### config.mk
export PLATFORM = sky130hd
export DESIGN_NAME = pipe_hazard_ctrl
export DESIGN_NICKNAME = d
export VERILOG_FILES = /design/src/rtl/hazard_pkg.sv /design/src/rtl/hazard_wdog.sv /design/src/rtl/pipe_hazard_ctrl.sv
export SDC_FILE = /design/constraint.sdc
export NUM_CORES = 1
export LEC_CHECK = 0
export CAP_MARGIN = 10
export CORE_MARGIN = 2
export CORE_UTILIZATION = 40
export DETAILED_ROUTE_END_ITERATION = 10
export PLACE_DENSITY = 0.71
export REMOVE_ABC_BUFFERS = 1
export SLEW_MARGIN = 0
export SYNTH_ARGS = -nofsm -noshare
export SYNTH_HDL_FRONTEND = slang
export SYNTH_SLANG_ARGS = --single-unit
### constraint.sdc
create_clock -name clk -period 4.1 [get_ports clk]
set_clock_uncertainty 0.15 [all_clocks]
set_input_delay 0.82 -clock clk [delete_from_list [all_inputs] [get_ports clk]]
set_output_delay 0.82 -clock clk [all_outputs]
set_load 0.03 [all_outputs]
### src/rtl/hazard_pkg.sv
// rtl/hazard_pkg.sv - shared types and constants for the pipeline hazard controller
package hazard_pkg;

  typedef enum logic [1:0] {
    RUN     = 2'd0,
    IWAIT   = 2'd1,
    DISCARD = 2'd2,
    DWAIT   = 2'd3
  } state_e;

  localparam logic [4:0] REG_ZERO = 5'd0;

  // Any state other than RUN means the pipeline is waiting on memory.
  function automatic logic is_wait_state(input state_e s);
    return s != RUN;
  endfunction

endpackage

### src/rtl/hazard_wdog.sv
// rtl/hazard_wdog.sv - consecutive memory-wait counter with sticky timeout flag
module hazard_wdog #(
  parameter int WAIT_LIMIT = 255
) (
  input  logic clk,
  input  logic rstn,
  input  logic wait_i,
  output logic timeout_o
);

  localparam int            CW    = (WAIT_LIMIT < 1) ? 1 : $clog2(WAIT_LIMIT + 1);
  localparam logic [CW-1:0] LIMIT = CW'(WAIT_LIMIT);

  logic [CW-1:0] cnt_q, cnt_d;
  logic          timeout_q, timeout_d;

  // Counter saturates at the limit; the flag stays set until reset.
  always_comb begin
    cnt_d = '0;
    if (wait_i) begin
      cnt_d = (cnt_q == LIMIT) ? cnt_q : cnt_q + CW'(1);
    end
    timeout_d = timeout_q | (wait_i && (cnt_d == LIMIT));
  end

  always_ff @(posedge clk or negedge rstn) begin
    if (!rstn) begin
      cnt_q     <= '0;
      timeout_q <= 1'b0;
    end else begin
      cnt_q     <= cnt_d;
      timeout_q <= timeout_d;
    end
  end

  assign timeout_o = timeout_q;

endmodule

### src/rtl/pipe_hazard_ctrl.sv
// rtl/pipe_hazard_ctrl.sv - stall/flush scheduler for the 5-stage pipeline
// Optional performance counters are enabled by defining HAZARD_PERF_EN.
module pipe_hazard_ctrl
  import hazard_pkg::*;
#(
  parameter int WAIT_LIMIT = 255,
  parameter int CNT_W      = 32
) (
  input  logic             clk,
  input  logic             rstn,
  input  logic             br_flush,
  input  logic             imem_ready,
  input  logic             dmem_req,
  input  logic             dmem_ready,
  input  logic             ex_mem_read,
  input  logic [4:0]       ex_rd,
  input  logic [4:0]       id_rs1,
  input  logic [4:0]       id_rs2,
  input  logic             id_use_rs1,
  input  logic             id_use_rs2,
  output logic             stall_if,
  output logic             stall_id,
  output logic             stall_ex,
  output logic             stall_mem,
  output logic             kill_id,
  output logic             kill_ex,
  output logic             mem_timeout,
`ifdef HAZARD_PERF_EN
  output logic [CNT_W-1:0] perf_stall_cyc,
  output logic [CNT_W-1:0] perf_flush_cnt,
  output logic [CNT_W-1:0] perf_lu_cnt,
`endif
  output logic [1:0]       state_o
);

  if (WAIT_LIMIT < 1 || CNT_W < 1) begin : g_param_chk
    $error("pipe_hazard_ctrl: WAIT_LIMIT and CNT_W must be >= 1");
  end

  state_e state_q, state_d;
  state_e ret_q, ret_d;
  state_e eff_state;

  logic freeze, load_use, rs1_hit, rs2_hit;
  logic stall_if_c, stall_id_c, stall_ex_c, stall_mem_c, kill_id_c, kill_ex_c;

  assign freeze   = dmem_req & ~dmem_ready;
  assign rs1_hit  = id_use_rs1 && (id_rs1 == ex_rd);
  assign rs2_hit  = id_use_rs2 && (id_rs2 == ex_rd);
  assign load_use = ex_mem_read && (ex_rd != REG_ZERO) && (rs1_hit || rs2_hit);

  // When a freeze ends, the cycle behaves as the saved pre-freeze state.
  assign eff_state = (state_q == DWAIT) ? ret_q : state_q;

  always_comb begin
    stall_if_c  = 1'b0;
    stall_id_c  = 1'b0;
    stall_ex_c  = 1'b0;
    stall_mem_c = 1'b0;
    kill_id_c   = 1'b0;
    kill_ex_c   = 1'b0;
    state_d     = state_q;
    ret_d       = ret_q;

    if (freeze) begin
      stall_if_c  = 1'b1;
      stall_id_c  = 1'b1;
      stall_ex_c  = 1'b1;
      stall_mem_c = 1'b1;
      state_d     = DWAIT;
      if (state_q != DWAIT) begin
        ret_d = state_q;
      end
    end else if (br_flush) begin
      kill_id_c = 1'b1;
      kill_ex_c = 1'b1;
      state_d   = (eff_state == IWAIT && !imem_ready) ? DISCARD : RUN;
    end else if (load_use) begin
      // IF/ID is held, so no kill_id even when a fetch is still pending.
      stall_if_c = 1'b1;
      stall_id_c = 1'b1;
      kill_ex_c  = 1'b1;
      state_d    = eff_state;
    end else begin
      case (eff_state)
        DISCARD: begin
          stall_if_c = 1'b1;
          kill_id_c  = 1'b1;
          state_d    = imem_ready ? RUN : DISCARD;
        end
        default: begin
          if (!imem_ready) begin
            stall_if_c = 1'b1;
            kill_id_c  = 1'b1;
            state_d    = IWAIT;
          end else begin
            state_d = RUN;
          end
        end
      endcase
    end
  end

  always_ff @(posedge clk or negedge rstn) begin
    if (!rstn) begin
      state_q <= RUN;
      ret_q   <= RUN;
    end else begin
      state_q <= state_d;
      ret_q   <= ret_d;
    end
  end

  assign stall_if  = rstn & stall_if_c;
  assign stall_id  = rstn & stall_id_c;
  assign stall_ex  = rstn & stall_ex_c;
  assign stall_mem = rstn & stall_mem_c;
  assign kill_id   = rstn & kill_id_c;
  assign kill_ex   = rstn & kill_ex_c;
  assign state_o   = state_q;

  hazard_wdog #(
    .WAIT_LIMIT(WAIT_LIMIT)
  ) u_wdog (
    .clk       (clk),
    .rstn      (rstn),
    .wait_i    (is_wait_state(state_q)),
    .timeout_o (mem_timeout)
  );

`ifdef HAZARD_PERF_EN
  logic [CNT_W-1:0] stall_cyc_q, flush_cnt_q, lu_cnt_q;
  logic             flush_ev, lu_ev;

  assign flush_ev = br_flush & ~freeze;
  assign lu_ev    = load_use & ~freeze & ~br_flush;

  always_ff @(posedge clk or negedge rstn) begin
    if (!rstn) begin
      stall_cyc_q <= '0;
      flush_cnt_q <= '0;
      lu_cnt_q    <= '0;
    end else begin
      if (stall_if && !(&stall_cyc_q)) stall_cyc_q <= stall_cyc_q + CNT_W'(1);
      if (flush_ev && !(&flush_cnt_q)) flush_cnt_q <= flush_cnt_q + CNT_W'(1);
      if (lu_ev && !(&lu_cnt_q))       lu_cnt_q    <= lu_cnt_q + CNT_W'(1);
    end
  end

  assign perf_stall_cyc = stall_cyc_q;
  assign perf_flush_cnt = flush_cnt_q;
  assign perf_lu_cnt    = lu_cnt_q;
`endif

endmodule
==> flow_summary.json <==
{
  "synth-seq-cells": 13,
  "drt_iter0_drc": 17,
  "synth_top_area_frac": 0.3254,
  "drc": 0,
  "async_flop_share": 1.000,
  "crit_top_cell": "clkdlybuf4s50_1",
  "slew_headroom": 0.7735,
  "vias_per_cell": 5.304,
  "syn_area_um2": 999.7,
  "setup_viol": 0,
  "syn_area_per_cell_um2": 8.331,
  "peakVddDrop_mv": 0.2274,
  "rr_startpoint": "u_wdog.cnt_q[0]",
  "grt_pass1_wl_um": 3995,
  "leakage_uw": 0.0005504,
  "vias": 960,
  "path_cells": "clkdlybuf4s50_1, or4_1, o21ai_0, nor2_1, a31o_2, clkdlybuf4s50_1",
  "synth_edf_count": 0,
  "cts_buffers": 3,
  "cellPowerDensity_nw_per_um2": 275.0,
  "root_buffer": "clkbuf_4",
  "hold_buffers": 0,
  "fp.dieW_um": 53.99,
  "cts_resized": 0,
  "coreArea_um2": 2432,
  "gr-total-overflow": 0,
  "worstSkewPairLatency_ns": 0.28,
  "clock_path_buffers": 2,
  "busiest_layer": "met2",
  "top_level_ports": 33,
  "dieArea_um2": 2915,
  "post_drt_wl_per_cell_um": 12.98,
  "die_h_um": 53.99,
  "clkTransAtPathRegs_ns": 0.07,
  "post-cts-setup-buffers": 0,
  "ys.flop_type": "dfrtp_1",
  "antenna_left": 0,
  "grt_max_degree": 14,
  "hpwl_um": 1875,
  "grt_usage": 0.1867,
  "io_buffers": 32,
  "synthTopCellsByCount": "21 x nor2_1, 13 x dfrtp_1, 10 x xor2_1",
  "startpoint": "ex_rd[0]",
  "drv_slew": 0,
  "fin_nets": 177,
  "setup_tns_ns": 0,
  "end_kind": "primary output",
  "post-route-util": 0.5520,
  "final_cell_count_no_fill": 181,
  "status": "completed",
  "dp_cells": 177,
  "antenna_found_initial": 0,
  "start_util": 0.4110,
  "cts.sinks": 13,
  "fin_crit_ns": 3.938,
  "wl_um": 2349,
  "drive_above_1_share": 0.1126,
  "drtPass1Iterations": 4,
  "slowest_stage": "clkdlybuf4s50_1",
  "synthCells": 120,
  "rsz0062_at_grt": "false",
  "arrival_ns": 2.97,
  "hold_violations": 0,
  "synth_most_common_cell": "nor2_1",
  "path_buf_inv": 2,
  "worst-setup-path-type": "input pin to primary output",
  "use_met1": 0.2237,
  "crit_required_ns": 3.13,
  "crit_path_start_kind": "input pin",
  "fillers": 233,
  "critical_path.max_fanout": 3,
  "hold_class": "flop to flop",
  "dpl_worst_slack_ns": 0.1675,
  "fmax_mhz": 253.9,
  "yosys_warnings": 0,
  "ys_types": 45,
  "cts_tree": "done",
  "num_rows": 18,
  "synthTopCellsByArea": "dfrtp_1 33%, xor2_1 8.8%, nor2_1 7.9%, buf_4 3.8%, a21oi_1 3.5%",
  "area_delta_synth_final_pct": 34.29,
  "drv_cap": 0,
  "fin_crit_sh": 0.9605,
  "grt_use_met2": 0.3293,
  "hold_start": "u_wdog.timeout_o",
  "ys_seq_area_frac": 0.3254,
  "synth_top_area_cell": "dfrtp_1",
  "postPlaceCellArea_um2": 1316,
  "gr-usage-met3": 0.05278,
  "worst_slew_pin_slew_ns": 0.3394,
  "cts_htree_levels": 1,
  "slowest_delay_ns": 0.59,
  "cp_top_family": "buffers and inverters",
  "num_antenna_cells": 0,
  "gp_congestion": 0.8413,
  "grt_pass1_vias": 931,
  "setup_slack_ns": 0.1619,
  "fin_area_um2": 1343
}
==> stage by stage <==
| stage | power (µW) | hold slack, ns |
|---|---|---|
| finish | 369.2 | 0.3120 |
| global route | 396.8 | 0.3542 |
| CTS | 373.3 | 0.3161 |
| detailed placement | 291.4 | 0.2943 |
| global placement | 288.1 | 0.2994 |
| floorplan | 235.5 | 0.3331 |
==> cells in the final DEF, fill, tap and decap left out, drive strengths merged, types with 2 or more instances in the layout <==
cell           instances
a21oi                  7
nand4                  3
and3                   2
clkdlybuf4s50         29
o21ai                  6
nand3                  3
nor2                  23
clkbuf                 4
xnor2                  2
buf                    5
nand2                  7
xor2                  10
nor3                   2
inv                    7
dfrtp                 13
mux2i                  2
nor4                   2
==> layout make-up <==
type / count / area (µm²) / area share
inverter: 7 / 26.28 / 0.01957
multi-input combinational: 93 / 599.3 / 0.4464
clock buffer: 4 / 26.28 / 0.01957
tap: 30 / 37.54 / 0.02796
sequential: 13 / 325.3 / 0.2423
timing repair buffer: 34 / 327.8 / 0.2442
==> report_power, final <==
group	internal (µW)	switching, µW	total (µW)
Combinational	59.5	59.5	119
Sequential	144	26.7	170
Clock	37.7	42.1	79.8
Total	241	128	369
==> final timing paths <==
path / slack, ns / to / cells past startpoint
max: 0.16 / stall_id / 6
min: 0.31 / u_wdog.timeout_o / 2
max reg2reg: 1.73 / u_wdog.timeout_o / 6
min reg2reg: 0.31 / u_wdog.timeout_o / 2
max in group asynchronous: 2.81 / ret_q[1] / 2
min in group asynchronous: 0.81 / u_wdog.cnt_q[2] / 2
==> layer usage <==
metal | up-vias | routed length, µm
met5 | - | 0
met4 | 0 | 46
met3 | 4 | 105
met2 | 27 | 1131
met1 | 444 | 1066
li1 | 485 | -
==> state kept, by name, summed over array words and instances, names as in the netlist <==
signal	cells
ret_q	2
state_o	2
u_wdog.timeout_o	1
u_wdog.cnt_q	8
==> tightest hold or removal path, cell delays in order, from the launching register on <==
cell,delay [ns]
dfrtp_1,0.34
inv_1,0.05
o41ai_2,0.04
==> cell families after synthesis <==
kind of cell               share of synthesized area
and+or+nand+nor                               0.2691
AOI/OAI and AO/OA                             0.1928
buffers and inverters                        0.07510
DFF                                           0.3254
xor gates and xnor gates                      0.1051
muxes                                        0.02003
adders and majority gates                    0.01251
No activity file was read; power rests on OpenSTA's default activity.
